$ cat src/rtl/pull_word_buffer.sv
`default_nettype none
// ============================================================================
//  Module      : pull_word_buffer
//  Description : Four-phase push channel in, DEPTH-entry FIFO, four-phase pull
//                channel out. Feeds the 18-bit pull input of a word slicer.
//                Optional macro PULL_DATA_RTZ_EN: out_0d returns to zero
//                whenever out_0a is low.
//  Revision    : 1.0 - initial release
// ============================================================================
module pull_word_buffer #(
    parameter int WIDTH = 18,
    parameter int DEPTH = 2
) (
    input  logic                         clk,
    input  logic                         rst,
    input  logic                         inp_0r,
    output logic                         inp_0a,
    input  logic [WIDTH-1:0]             inp_0d,
    input  logic                         out_0r,
    output logic                         out_0a,
    output logic [WIDTH-1:0]             out_0d,
    output logic [$clog2(DEPTH+1)-1:0]   level
);

    localparam int PTR_W = $clog2(DEPTH);
    localparam int LVL_W = $clog2(DEPTH+1);
    localparam logic [LVL_W-1:0] C_FULL = LVL_W'(DEPTH);
    localparam logic [LVL_W-1:0] C_ONE  = LVL_W'(1);
    localparam logic [PTR_W-1:0] C_PTR1 = PTR_W'(1);

    typedef enum logic [0:0] {P_IDLE = 1'b0, P_ACK = 1'b1} push_state_t;
    typedef enum logic [0:0] {Q_IDLE = 1'b0, Q_ACK = 1'b1} pull_state_t;

    push_state_t            push_state_q, push_state_d;
    pull_state_t            pull_state_q, pull_state_d;
    logic [WIDTH-1:0]       mem_q [DEPTH];
    logic [WIDTH-1:0]       mem_d [DEPTH];
    logic [PTR_W-1:0]       wr_q, wr_d;
    logic [PTR_W-1:0]       rd_q, rd_d;
    logic [LVL_W-1:0]       level_q, level_d;
    logic [WIDTH-1:0]       out_0d_q, out_0d_d;
    logic                   push_fire;
    logic                   pop_fire;

    // Push side: accept one word per four-phase cycle while space remains.
    always_comb begin
        push_state_d = push_state_q;
        push_fire    = 1'b0;
        wr_d         = wr_q;
        mem_d        = mem_q;
        case (push_state_q)
            P_IDLE: begin
                if (inp_0r && (level_q != C_FULL)) begin
                    push_fire     = 1'b1;
                    mem_d[wr_q]   = inp_0d;
                    wr_d          = wr_q + C_PTR1;
                    push_state_d  = P_ACK;
                end
            end
            P_ACK: begin
                if (!inp_0r) begin
                    push_state_d = P_IDLE;
                end
            end
            default: push_state_d = P_IDLE;
        endcase
    end

    // Pull side: pop the oldest word into the output register on request.
    always_comb begin
        pull_state_d = pull_state_q;
        pop_fire     = 1'b0;
        rd_d         = rd_q;
        out_0d_d     = out_0d_q;
        case (pull_state_q)
            Q_IDLE: begin
                if (out_0r && (level_q != '0)) begin
                    pop_fire     = 1'b1;
                    out_0d_d     = mem_q[rd_q];
                    rd_d         = rd_q + C_PTR1;
                    pull_state_d = Q_ACK;
                end
            end
            Q_ACK: begin
                if (!out_0r) begin
                    pull_state_d = Q_IDLE;
`ifdef PULL_DATA_RTZ_EN
                    // Data returns to zero on the same edge the acknowledge drops.
                    out_0d_d     = '0;
`endif
                end
            end
            default: pull_state_d = Q_IDLE;
        endcase
    end

    // Occupancy follows the registered fire decisions; a push and pop together cancel.
    always_comb begin
        level_d = level_q;
        case ({push_fire, pop_fire})
            2'b10:   level_d = level_q + C_ONE;
            2'b01:   level_d = level_q - C_ONE;
            default: level_d = level_q;
        endcase
    end

    // State, pointer, storage and output registers with synchronous reset.
    always_ff @(posedge clk) begin
        if (rst) begin
            push_state_q <= P_IDLE;
            pull_state_q <= Q_IDLE;
            wr_q         <= '0;
            rd_q         <= '0;
            level_q      <= '0;
            out_0d_q     <= '0;
            mem_q        <= '{default: '0};
        end else begin
            push_state_q <= push_state_d;
            pull_state_q <= pull_state_d;
            wr_q         <= wr_d;
            rd_q         <= rd_d;
            level_q      <= level_d;
            out_0d_q     <= out_0d_d;
            mem_q        <= mem_d;
        end
    end

    assign inp_0a = (push_state_q == P_ACK);
    assign out_0a = (pull_state_q == Q_ACK);
    assign out_0d = out_0d_q;
    assign level  = level_q;

endmodule
`default_nettype wire

$ cat config.mk
export PLATFORM = sky130hd
export DESIGN_NAME = pull_word_buffer
export DESIGN_NICKNAME = d
export VERILOG_FILES = /design/src/rtl/pull_word_buffer.sv
export SDC_FILE = /design/constraint.sdc
export NUM_CORES = 1
export LEC_CHECK = 0
export ABC_AREA = 1
export CAP_MARGIN = 5
export CORE_ASPECT_RATIO = 0.9
export CORE_MARGIN = 10
export CORE_UTILIZATION = 54
export CTS_CLUSTER_SIZE = 25
export DETAILED_ROUTE_END_ITERATION = 7
export GPL_TIMING_DRIVEN = 0
export PLACE_DENSITY = 0.79
export SLEW_MARGIN = 30
export SYNTH_ARGS = -nofsm -noshare
export SYNTH_HDL_FRONTEND = slang
export SYNTH_SLANG_ARGS = --single-unit
$ cat constraint.sdc
create_clock -name clk -period 2.1 [get_ports clk]
set_clock_uncertainty 0.05 [all_clocks]
set_input_delay 0.315 -clock clk [delete_from_list [all_inputs] [get_ports clk]]
set_output_delay 0.315 -clock clk [all_outputs]
set_load 0.1 [all_outputs]
# Yosys cells after proc, flatten, opt, wreduce, memory -nomap -nowiden

Cells that the tools add are included.
Widths: inputs -> output; s select.

Multiply operators: 0
Muxes and demuxes: 15
Magnitude comparators: 3
Reduce and logical (&&, ||, !) cells: 7
Equal/unequal tests: 3
Bitwise gates (word level): 4
Add/subtract/negate cells: 4
Shifts and indexed selects: 0
Div/mod/pow operators: 0

Operators by type and width:

| kind                | number |
|---|---|
| $mux 18             | 4 |
| $bwmux 36           | 1 |
| $demux 18 s1        | 1 |
| $mux 1              | 6 |
| $ge 2x2->1 const B  | 2 |
| $not 1->2           | 2 |
| $pmux 1 s2          | 2 |
| $pmux 2 s2          | 1 |
| $reduce_and 2->1    | 2 |
| $reduce_bool 2->1   | 2 |
| $logic_and 1x1->1   | 3 |
| $add 1x1->1 const B | 2 |
| $add 2x1->2 const B | 1 |
| $eq 2x1->1 const B  | 1 |
| $eq 2x2->1 const B  | 1 |
| $lt 2x1->1 const B  | 1 |
| $ne 2x2->1 const B  | 1 |
| $not 1->1           | 2 |
| $sub 2x1->2 const B | 1 |

Latch bits: 0
Memories: 0
Output and inout port bits: 22
Bits in registers: 60
RAM bits: 0
ROM bits: 0

# Logic depth before layout (Yosys ltp)

Gate-level depths: netlist of the first run.

Word-level depth: 6
Depth in mapped cells: 9
Gate-level depth less buffers: 9

# Worst setup path after synthesis of the first run

No wires, ideal clock.

Path type: reg2reg
Start point: reg level_q[0] (netlist: level[0])
End point: reg level_q[1] (netlist: level[1])
Stages on the path, launching flop included: 9
Clock period less this slack: 2.314 ns
Setup slack: -0.214 ns
Arrival: 2.145 ns
Buffers on the path: 1
Cell sequence: dfxtp_1 inv_2 nand2_4 buf_6 nand2_1 ha_1 or2_2 a21oi_1 nor2_1

Word-level cells in the longest chain between the ends: 6
Elaborated cells on any way between the ends: 14
Those cells by class: add/sub (2); eq/ne (3); mux (5); reduce/logical (4)

Ends and longest elaborated chain:

| what                                                   | RTL line | source |
|---|---|---|
| start, declared                                        | 40       | `logic [LVL_W-1:0] level_q, level_d;` |
| start signal, assigned                                 | 122      | `level_q <= level_d;` |
| $ne 2x2->1 / $reduce_bool 2->1 (equally long branches) | 53, 77   |  |
| $logic_and 1x1->1, on equally long branches            | 53, 77   |  |
| $mux 1, on equally long branches                       | 53, 77   |  |
| $mux 1, on equally long branches                       | 51, 75   |  |
| $eq 2x1->1 / $eq 2x2->1 (equally long branches)        | 100      | `case ({push_fire, pop_fire})` |
| $pmux 2 s2 / $reduce_bool 2->1 (equally long branches) | -        |  |

Parallel ways exist; a longest one is shown, timed or not.
A chain may end at the register's enable or synchronous reset.

# Worst setup path after layout of the first run

Start point: reg level_q[1] (netlist: level[1])
End point: out level[1]

RTL lines:

| what          | RTL line | source |
|---|---|---|
| end, declared | 22       | `output logic [$clog2(DEPTH+1)-1:0] level` |

No word-level cell between the ends.

==> results.yml, run 1 <==
die:
  boundaryPins: 44
  die_h_um: 91.7
  die_area_um2: 9130
  std_cell_rows: 26
  core-area_um2: 5600
  die_w_um: 99.6
  start_util_pct: 55.1
yosys:
  yosysTopAreaCell: "dfxtp_1"
  ys_top_cells_by_area: "dfxtp_1, nand2_1, inv_1"
  ys_warn_count: 0
  ys_top_cells_by_count: "nand2_1, inv_1, nor2_1"
  yosysTopAreaCellShare_pct: 39.0
  post_synth_instance_area_um2: 3080
  synth_edf_count: 0
  ys_ff_latch: 60
  ys_seq_area_share_pct: 39.0
  synth_top_flop_cell: "dfxtp_1"
  synth.avg_cell_area_um2: 6.43
  async_flop_share_pct: 0
  postSynthCellCount: 479
  synth_fp_nets: 502
  yosysMostFrequentCell: "nand2_1"
  synth_cell_types: 22
finish:
  fillers: 531
  syn_to_final_growth_pct: 23.3
  final_area_um2: 3800
  multi_input_area_um2: 1260
  layout.nets: 556
  final_cells: 608
  antennaDiodeCount: 0
  fin_util_pct: 67.9
  drive_gt1_share_pct: 11.5
  seqCellArea_um2: 1210
critical_path:
  reg2reg_from: "inp_0a"
  cp-start-kind: "register"
  max_stage_delay_ns: 0.88
  crit_family: "buffers and inverters"
  crit_slowest_cell: "dlygate4sd2_1"
  r2r_slack_ns: 0.45
  crit_chain: "dlygate4sd2_1"
  critPathBufInv: 1
  worst_r2r_path_depth: 7
  worstReg2RegEnd: "level[1]"
  crit_type: "register to output port"
  cp.required_ns: 1.74
  path_max_fanout: 5
  endpoint_kind: "output port"
  arrival_ns: 1.61
placement:
  place.gp.congestion: 0.881
  placed_area_um2: 3600
  io_buffer_count: 43
  hpwl_um: 5290
  dp_cells: 592
sta:
  finalHoldViolCount: 0
  drv_slew: 0
  slew_headroom_pct: 35.8
  fin_crit_sh_pct: 94.2
  setup_tns_ns: 0
  setup_viol: 0
  fmax_ghz: 0.506
  rsz0062_at_grt: "false"
  period_needed_ns: 1.98
  max_slew.worst_pin.slew_ns: 0.968
route:
  wirelength_um: 7770
  wl_per_cell_um: 12.8
  met2_length_um: 3640
  first_pass_iters: 5
  antenna_left: 0
  drt-vias-per-instance: 4.84
  drc: 0
  met3_length_um: 599
  vias: 2942
  wl_met1_um: 3400
  top_layer_used: "met4"
  first_iter_violations: 240
global_route:
  antenna_found_initial: 0
  grt_max_degree: 11
  grt_pass1_vias: 2814
  track_usage_pct: 17.2
  grt_pass1_wl_um: 12900
  grt-ovfl-total: 0
clock_network:
  postCtsSetupRepairBufs: 0
  clk_pin_slew_ns: 0.07
  cts_tree: "yes"
  clk_latency_ns: 0.34
  cts_sinks: 60
  cts_resized: 22
  cts_root_buf: "clkbuf_8"
  cts-htree-levels: 3
  clk_path_buf_depth: 2
  cts_hold_buf: 0
  cts_made_buffers: 9
power_and_ir_drop:
  power_density_nw_per_um2: 1300
  power_mw: 4.94
  p_leak_nw: 2.07
  irDropWorstVdd_v: 0.000996
hold_path:
  min-delay-start: "mem_q[10]"
  min_to: "mem_q[10]"
  whs_path_depth: 4
  hp-class: "register to register"
status:
  status: "completed"
flow_run:
  cap_violations: 0
[cell usage in the layout, fill, tap and decap left out, types with 2 or more instances in the layout]
cell,Yosys,routed
nand2_2,11,11
nand4_1,37,37
dlygate4sd2_1,0,22
o21ai_0,19,19
a21oi_1,3,3
buf_2,11,11
clkbuf_1,2,2
buf_4,4,4
dfxtp_2,0,4
nor2_1,77,77
clkdlybuf4s50_1,0,21
inv_1,113,113
clkbuf_8,0,13
buf_6,7,7
dfxtp_1,60,56
buf_1,2,2
nand3_4,3,3
nand2_1,120,120
inv_2,3,3
[registers in the layout, summed over array words and instances, names as in the netlist]
name	count
out_0d	18
level	2
rd_q	1
mem_q	36
out_0a	1
wr_q	1
inp_0a	1
[layer usage]
metal / up-vias / GRT usage [%]
li1: 1515 / -
met1: 1297 / 20.1
met2: 114 / 28.6
met3: 16 / 5.93
met4: 0 / 5.73
met5: - / 0
[final cells by class]
| class | instances | area share [%] |
|---|---|---|
| Clock inverter | 3 | 1.12 |
| Clock buffer | 13 | 4.71 |
| Multi-Input combinational cell | 277 | 33.3 |
| Inverter | 116 | 11.5 |
| Buffer | 26 | 4.71 |
| Tap cell | 70 | 2.31 |
| Sequential cell | 60 | 31.8 |
| Timing Repair Buffer | 43 | 10.6 |
[worst max-delay path by stage]
| stage | from | endpoint | slack, ns | cells past startpoint |
|---|---|---|---|---|
| finish | level[1] | level[1] | 0.12 | 1 |
| global route | level[1] | level[1] | 0.09 | 1 |
| CTS | level[1] | level[1] | 0.11 | 1 |
| detailed placement | inp_0r | level[1] | -0.07 | 10 |
| global placement | inp_0r | level[1] | -0.03 | 9 |
| floorplan | level[0] | level[1] | 0.16 | 8 |
[cells by family after synthesis]
group                      share of synthesized area (%)
and+or+nand+nor                                     36.6
buffers and inverters                               19.9
DFF                                                 39.0
AOI/OAI and AO/OA                                   3.82
xor gates and xnor gates                           0.284
adders and majority gates                          0.406
[where the power goes]
part | total, mW | switching [mW] | internal, mW
Sequential | 1.48 | 0.108 | 1.37
Combinational | 2.33 | 1.75 | 0.579
Clock | 1.13 | 0.454 | 0.675
Total | 4.94 | 2.31 | 2.63
[through the flow]
stage | setup WS (ns) | hold WS (ns)
CTS | 0.110 | 0.458
global placement | -0.0256 | 0.447
detailed placement | -0.0682 | 0.446
global route | 0.0934 | 0.478
floorplan | 0.162 | 0.330
finish | 0.122 | 0.459
No activity file was read; power rests on OpenSTA's default activity.
==> run 2: changes to the inputs <==
- CTS_CLUSTER_SIZE: 25 -> unset
==> results of run 2 <==
Final layout, timing and power as in run 1 (identical DEF).
==> run 3: changes to the inputs <==
- CORE_UTILIZATION: 54 -> 24
- PLACE_DENSITY: 0.79 -> unset
==> run 3 against run 2 <==
Count of clock-buffer cells in the layout is 1 lower. Highest routed layer unchanged. Register-to-register slack about the same. First-iteration DRC count is 15% lower. Global-route usage down 7.9 points. Sequential power about the same. Flip-flop and latch count stayed put. Via count is 2.8% lower. Non-clock buffer count stayed put. Power is 2.8% higher. Combinational power about the same. Critical path type unchanged. Clock power up 12%. Sequential share of layout area is 1.2 points lower.
==> results.yml, run 3 (synthesis gave the netlist of run 1 again) <==
status:
  status: "completed"
global_route:
  track_usage_pct: 9.30
  antenna_found_initial: 0
  grt_pass1_wl_um: 13400
  grt_pass1_vias: 2808
  grt_max_degree: 11
  grt-ovfl-total: 0
sta:
  period_needed_ns: 1.95
  fin_crit_sh_pct: 92.9
  setup_viol: 0
  finalHoldViolCount: 0
  rsz0062_at_grt: "false"
  slew_headroom_pct: 34.3
  hold_ws_ns: 0.457
  fmax_ghz: 0.513
  drv_slew: 0
  max_slew.worst_pin.slew_ns: 0.989
critical_path:
  max_stage_delay_ns: 0.88
  path_max_fanout: 5
  crit_type: "register to output port"
  endpoint_kind: "output port"
  arrival_ns: 1.59
  cp-start-kind: "register"
  crit_family: "buffers and inverters"
  critPathBufInv: 1
  crit_chain: "dlygate4sd2_1"
  crit_slowest_cell: "dlygate4sd2_1"
  cp.required_ns: 1.74
power_and_ir_drop:
  switching_share_pct: 46.0
  p_int_mw: 2.74
  p_seq_share_pct: 29.3
  power_mw: 5.08
  comb_power_share_pct: 46.0
  irDropWorstVdd_v: 0.000597
  pwr-share-clk_pct: 24.8
  power_density_nw_per_um2: 1290
  p_switching_mw: 2.34
  p_leak_nw: 2.08
finish:
  drive_gt1_share_pct: 10.8
  final_cell_mix: "nand2_1, inv_1, nor2_1"
  multi_input_area_um2: 1260
  regMostFlops: "mem_q"
  layout.nets: 556
  fillers: 1364
  syn_to_final_growth_pct: 28.1
  largest_reg_flops: 36
  final_common_cell: "nand2_1"
  antennaDiodeCount: 0
  seqCellArea_um2: 1210
die:
  boundaryPins: 44
  die_w_um: 139
  std_cell_rows: 39
  core-area_um2: 12600
  die_h_um: 127
  die_area_um2: 17800
  start_util_pct: 24.4
clock_network:
  cts_sinks: 60
  cts_resized: 22
  cts_root_buf: "clkbuf_16"
  clk_latency_ns: 0.32
  cts_tree: "yes"
  cts-htree-levels: 3
  postCtsSetupRepairBufs: 0
  cts_hold_buf: 0
  clk_path_buf_depth: 2
  clk_pin_slew_ns: 0.05
  cts_made_buffers: 9
route:
  drc: 0
  first_iter_violations: 205
  wl_per_cell_um: 11.9
  vias: 2861
  antenna_left: 0
  drt-vias-per-instance: 4.08
  first_pass_iters: 5
  wirelength_um: 8310
placement:
  place.gp.congestion: 0.813
  hpwl_um: 5950
  io_buffer_count: 43
flow_run:
  cap_violations: 0
hold_path:
  hp-class: "register to register"
run 3: worst paths after layout:
| check | slack (ns) | endpoint | depth (start not counted) | start |
|---|---|---|---|---|
| worst max register to register | 0.45 | level[1] | 7 | inp_0a |
| worst min-delay path | 0.46 | mem_q[20] | 4 | mem_q[20] |
| worst max-delay path | 0.15 | level[1] | 1 | level[1] |
| worst min register to register | 0.46 | mem_q[20] | 4 | mem_q[20] |
run 3: layer usage:
layer | vias up | global-route usage (%) | part of all wire (%)
met5 | - | 0 | 0
met2 | 80 | 14.4 | 47
met1 | 1250 | 11.2 | 45
met4 | 0 | 5.15 | 1.3
li1 | 1523 | - | -
met3 | 8 | 2.96 | 6.8
run 3: layout make-up:
| type | instances | area share (%) |
|---|---|---|
| Buffer | 26 | 4.54 |
| Clock buffer | 12 | 5.99 |
| Clock inverter | 3 | 0.381 |
| Inverter | 116 | 11.0 |
| Multi-Input combinational cell | 277 | 32.1 |
| Sequential cell | 60 | 30.6 |
| Tap cell | 164 | 5.20 |
| Timing Repair Buffer | 43 | 10.2 |
run 3: power by group through the flow:
stage	clock (mW)	sequential (mW)	combinational, mW
after floorplan	0	2.36	1.00
after global placement	0	1.51	2.41
after detailed placement	0	1.52	2.42
after CTS	1.28	1.49	2.35
after global routing	1.33	1.52	2.55
final	1.26	1.49	2.33
run 3: through the flow:
step	TNS, ns	area, um2	cells	setup slack (ns)	util, %
after floorplan	0	3090	479	0.162	-
after global placement	-0.0335	3720	686	-0.0335	29.4
after detailed placement	-0.0993	3720	686	-0.0993	29.4
after CTS	0	3950	701	0.127	31.2
after global routing	0	3950	701	0.0925	31.2
final	0	3950	701	0.149	31.2
